[src/rtl/mult_arbiter.sv]
// Two-requester front end for a shared 16x16 signed multiplier with timeout and round-robin grant.
// Define MULT_ARB_FIXED_PRIO_EN to give requester 0 fixed priority instead of round-robin.
module mult_arbiter #(
    parameter int unsigned TIMEOUT = 24
) (
    input  logic        clk,
    input  logic        rst_n,
    input  logic        req0,
    input  logic        req1,
    input  logic [15:0] a0,
    input  logic [15:0] b0,
    input  logic [15:0] a1,
    input  logic [15:0] b1,
    output logic        ack0,
    output logic        ack1,
    output logic [31:0] res_out,
    output logic        res_id,
    output logic        res_valid,
    output logic        err,
    output logic        busy,
    output logic        mul_start,
    output logic [15:0] mul_a,
    output logic [15:0] mul_b,
    input  logic        mul_ready,
    input  logic [31:0] mul_result
);

    localparam logic [5:0] CntLast = 6'(TIMEOUT - 1);

    typedef enum logic [1:0] {StIdle, StRun, StDone} state_e;

    state_e      state_q, state_d;
    logic [5:0]  cnt_q, cnt_d;
    logic        gnt_q, gnt_d;
    logic [15:0] opa_q, opa_d;
    logic [15:0] opb_q, opb_d;
    logic [31:0] res_q, res_d;
    logic        id_q, id_d;
    logic        err_q, err_d;
    logic        win;

`ifdef MULT_ARB_FIXED_PRIO_EN
    assign win = ~req0;
`else
    // last_q holds the requester served most recently; reset value lets requester 0 win first.
    logic last_q, last_d;
    assign win = (req0 & req1) ? ~last_q : req1;
`endif

    always_comb begin
        state_d = state_q;
        cnt_d   = cnt_q;
        gnt_d   = gnt_q;
        opa_d   = opa_q;
        opb_d   = opb_q;
        res_d   = res_q;
        id_d    = id_q;
        err_d   = err_q;
`ifndef MULT_ARB_FIXED_PRIO_EN
        last_d  = last_q;
`endif
        unique case (state_q)
            StIdle: begin
                if (req0 | req1) begin
                    gnt_d   = win;
                    opa_d   = win ? a1 : a0;
                    opb_d   = win ? b1 : b0;
                    cnt_d   = 6'd0;
                    state_d = StRun;
                end
            end
            StRun: begin
                cnt_d = cnt_q + 6'd1;
                // The first two RUN cycles may still see ready from the previous job.
                if (cnt_q >= 6'd2 && mul_ready) begin
                    res_d   = mul_result;
                    err_d   = 1'b0;
                    id_d    = gnt_q;
                    state_d = StDone;
                end else if (cnt_q == CntLast) begin
                    res_d   = 32'd0;
                    err_d   = 1'b1;
                    id_d    = gnt_q;
                    state_d = StDone;
                end
            end
            StDone: begin
`ifndef MULT_ARB_FIXED_PRIO_EN
                last_d  = gnt_q;
`endif
                state_d = StIdle;
            end
            default: state_d = StIdle;
        endcase
    end

    always_ff @(posedge clk or negedge rst_n) begin
        if (!rst_n) begin
            state_q <= StIdle;
            cnt_q   <= 6'd0;
            gnt_q   <= 1'b0;
            opa_q   <= 16'd0;
            opb_q   <= 16'd0;
            res_q   <= 32'd0;
            id_q    <= 1'b0;
            err_q   <= 1'b0;
`ifndef MULT_ARB_FIXED_PRIO_EN
            last_q  <= 1'b1;
`endif
        end else begin
            state_q <= state_d;
            cnt_q   <= cnt_d;
            gnt_q   <= gnt_d;
            opa_q   <= opa_d;
            opb_q   <= opb_d;
            res_q   <= res_d;
            id_q    <= id_d;
            err_q   <= err_d;
`ifndef MULT_ARB_FIXED_PRIO_EN
            last_q  <= last_d;
`endif
        end
    end

    assign mul_start = (state_q == StRun);
    assign busy      = (state_q != StIdle);
    assign res_valid = (state_q == StDone);
    assign ack0      = res_valid & ~gnt_q;
    assign ack1      = res_valid & gnt_q;
    assign mul_a     = opa_q;
    assign mul_b     = opb_q;
    assign res_out   = res_q;
    assign res_id    = id_q;
    assign err       = err_q;

endmodule

[config.mk]
export PLATFORM = sky130hd
export DESIGN_NAME = mult_arbiter
export DESIGN_NICKNAME = d
export VERILOG_FILES = /design/src/rtl/mult_arbiter.sv
export SDC_FILE = /design/constraint.sdc
export NUM_CORES = 1
export LEC_CHECK = 0
export ABC_AREA = 1
export BUFFER_PORTS_ARGS = -buffer_cell sky130_fd_sc_hd__buf_2
export CAP_MARGIN = 20
export CELL_PAD_IN_SITES_DETAIL_PLACEMENT = 0
export CELL_PAD_IN_SITES_GLOBAL_PLACEMENT = 1
export CORE_ASPECT_RATIO = 0.5
export CORE_MARGIN = 2
export CORE_UTILIZATION = 30
export DETAILED_ROUTE_END_ITERATION = 16
export PLACE_DENSITY = 0.76
export SLEW_MARGIN = 20
export SYNTH_ARGS = -nofsm -noshare
export SYNTH_HDL_FRONTEND = slang
export SYNTH_SLANG_ARGS = --single-unit
[constraint.sdc]
create_clock -name clk -period 2.1 [get_ports clk]
set_clock_uncertainty 0.15 [all_clocks]
set_input_delay 0.42 -clock clk [delete_from_list [all_inputs] [get_ports clk]]
set_output_delay 0.42 -clock clk [all_outputs]
set_load 0.01 [all_outputs]
==> impl_metrics.json <==
{
  "cts_sinks": 76,
  "synth_cells": 393,
  "grt_overflow": 0,
  "path_class": "reg -> out",
  "ys.flop_type": "dfrtp_1",
  "rrSetupSlack_ns": 0.22,
  "fin_crit_ns": 1.904,
  "h-tree-depth": 3,
  "routed-via-count": 3224,
  "ant_nets": 0,
  "synth_area_leaders": "dfrtp_1, nand2_1, o21ai_0",
  "drc_errors": 0,
  "die_y_um": 79.11,
  "max_clock_freq_mhz": 525.2,
  "syn_area_per_cell_um2": 8.612,
  "synth.cell_area_um2": 3384,
  "placed_area_um2": 4379,
  "numCtsBuffers": 9,
  "syn2layout_area_growth_pct": 39.11,
  "nFillCells": 1135,
  "synth_cell_types": 23,
  "synthArstFlopShare_pct": 100.0,
  "slowest_stage": "dfrtp_2",
  "firstDrtPassIters": 4,
  "cp.buffers_inverters": 3,
  "max_stage_delay_ns": 0.43,
  "die_area_um2": 12200,
  "crit_arrival_ns": 1.33,
  "power.leakage_nw": 2.548,
  "yosysWarnings": 0,
  "finalNetCount": 669,
  "max-vdd-ir-drop_uv": 451.4,
  "synth_top_area_share_pct": 55.45,
  "crit_family": "flip-flops",
  "finalSetupViolCount": 0,
  "cts-root-buf": "clkbuf_16",
  "top_level_ports": 172,
  "avgViaCountPerCell": 4.503,
  "wl_um": 9288,
  "max_slew_margin_pct": 66.97,
  "path_clk_slew_ns": 0.06,
  "drive_gt1_share_pct": 36.60,
  "dieWidth_um": 154.2,
  "tns_ns": 0,
  "n_antenna_cell": 0,
  "status": "completed",
  "period_share_pct": 90.67,
  "hpwl_um": 6741,
  "grt_pass1_vias": 3002,
  "cp_cell_sequence": "inv_1, nor2_1, inv_1, nor2_1, buf_2",
  "wl_per_cell_um": 12.97,
  "num_rows": 27,
  "initial_core_util_pct": 30.83,
  "clockBufferDepth": 2,
  "core_um2": 10980,
  "port_buffers": 171,
  "crit_path_start_kind": "register",
  "hold_path_class": "in -> reg",
  "power_density_nw_per_um2": 1487,
  "cp.required_ns": 1.53,
  "report.final.slew_viol_count": 0,
  "place.gp.congestion": 0.7806,
  "tightest_slew_ns": 0.4948,
  "rsz0062_at_grt": "no",
  "grt_max_degree": 33,
  "timing.max_cap.violations": 0,
  "end_kind": "primary output",
  "synth_top_area_cell": "dfrtp_1",
  "hold_viol_final": 0,
  "ys_seq_area_share_pct": 56.23,
  "critPathMaxFanout": 3,
  "synth-edff-count": 0,
  "ys_ff_latch": 76,
  "drt_iter0_drc": 170,
  "grt_pass1_wl_um": 14770,
  "tritoncts": "yes",
  "antenna_found_initial": 0,
  "syn_nets": 496,
  "final_area_um2": 4708,
  "clock_latency_ns": 0.32,
  "grtUsageTotal_pct": 15.33
}
worst register-to-register path, delay by kind of cell, from the launching register on:
kind	cells	cell delay, ns
buffers and inverters	2	0.46
and+or+nand+nor	4	0.55
adders and majority gates	1	0.20
DFF	1	0.42
metal layers:
layer | wire length, µm | track usage [%] | up-vias | share of wire (%)
li1 | - | - | 1626 | -
met1 | 4173 | 19.33 | 1499 | 45
met2 | 4479 | 25.65 | 86 | 48
met3 | 492 | 4.367 | 13 | 5.3
met4 | 143 | 5.140 | 0 | 1.5
met5 | 0 | 0 | - | 0
kinds of logic after synthesis:
kind of cell	after synthesis	share of synthesized area [%]
AOI/OAI and AO/OA	73	10.98
DFF	76	56.23
adders and majority gates	2	0.7393
and+or+nand+nor	204	25.84
buffers and inverters	38	6.211
placed cells by master (no fill, tap or decap):
cell           count
buf_12             1
buf_2            170
buf_4             12
bufinv_16          2
clkbuf_1           1
clkbuf_16          9
clkinv_2           1
clkinv_4           1
clkinvlp_4         2
dfrtp_1           74
dfrtp_2            1
dfstp_2            1
dlygate4sd3_1      1
ha_1               2
inv_1             13
inv_2              2
inv_4              1
nand2_1          111
nand2_2            1
nand3_1           43
nand3_4            1
nand4_1            1
nand4_4            1
nor2_1            44
nor2_2             1
nor2_8             1
o21ai_0           65
o21ai_1            6
o21ai_2            1
o31ai_1            1
cells in the mapped netlist, types with 2 or more instances:
cell	instances
buf_2	7
buf_6	7
clkbuf_1	7
dfrtp_1	75
ha_1	2
inv_1	13
inv_2	2
nand2_1	111
nand3_1	43
nor2_1	44
o21ai_0	65
o21ai_1	6
worst paths after layout:
path                          startpoint          end  cells past startpoint
max                           state_q[1]         ack0                      5
min                        mul_result[2]   res_out[2]                      3
max reg2reg                     cnt_q[1]  res_out[28]                      7
min reg2reg                     mul_a[0]     mul_a[0]                      2
max in group asynchronous          rst_n   res_out[6]                      3
min in group asynchronous          rst_n     mul_b[3]                      2
through the flow:
| stage | worst slack [ns] | instances | power, mW | util (%) | hold slack, ns |
|---|---|---|---|---|---|
| after floorplan | 0.5041 | 393 | 4.313 | - | -0.02559 |
| after global placement | 0.2950 | 699 | 5.409 | 39.89 | 0.2269 |
| after detailed placement | 0.2177 | 699 | 5.445 | 39.89 | 0.2272 |
| after CTS | 0.09597 | 716 | 7.121 | 42.87 | 0.1269 |
| after global routing | 0.02487 | 716 | 7.582 | 42.88 | 0.1310 |
| final | 0.1959 | 716 | 7.002 | 42.88 | 0.1414 |
final cells by class:
class / count / area (µm²) / share of cell area, %
tap: 145 / 181.4 / 3.853
multi-input combinational: 279 / 1271 / 27.00
sequential: 76 / 1904 / 40.45
clock buffer: 10 / 229.0 / 4.863
inverter: 16 / 62.56 / 1.329
clock inverter: 6 / 88.84 / 1.887
timing repair buffer: 184 / 970.9 / 20.62
power by group:
group | internal [mW] | switching, mW
clock network | 1.04 | 0.590
registers | 2.17 | 0.400
logic | 1.09 | 1.71
sequential cells by signal, indices dropped and copies added, names as in the netlist:
signal / count
cnt_q: 6
err: 1
gnt_q: 1
last_q: 1
mul_a: 16
mul_b: 16
res_id: 1
res_out: 32
state_q: 2
what timing repair did:
action / 4_1_cts / 5_1_grt
hold buffers: 1 / 0
setup endpoints to repair: 0 / 2
resized for setup: 0 / 1
endpoints found under the hold margin: 25 / 0
buffers inserted: 0 / 0
Power figures use the tool's default switching activity.
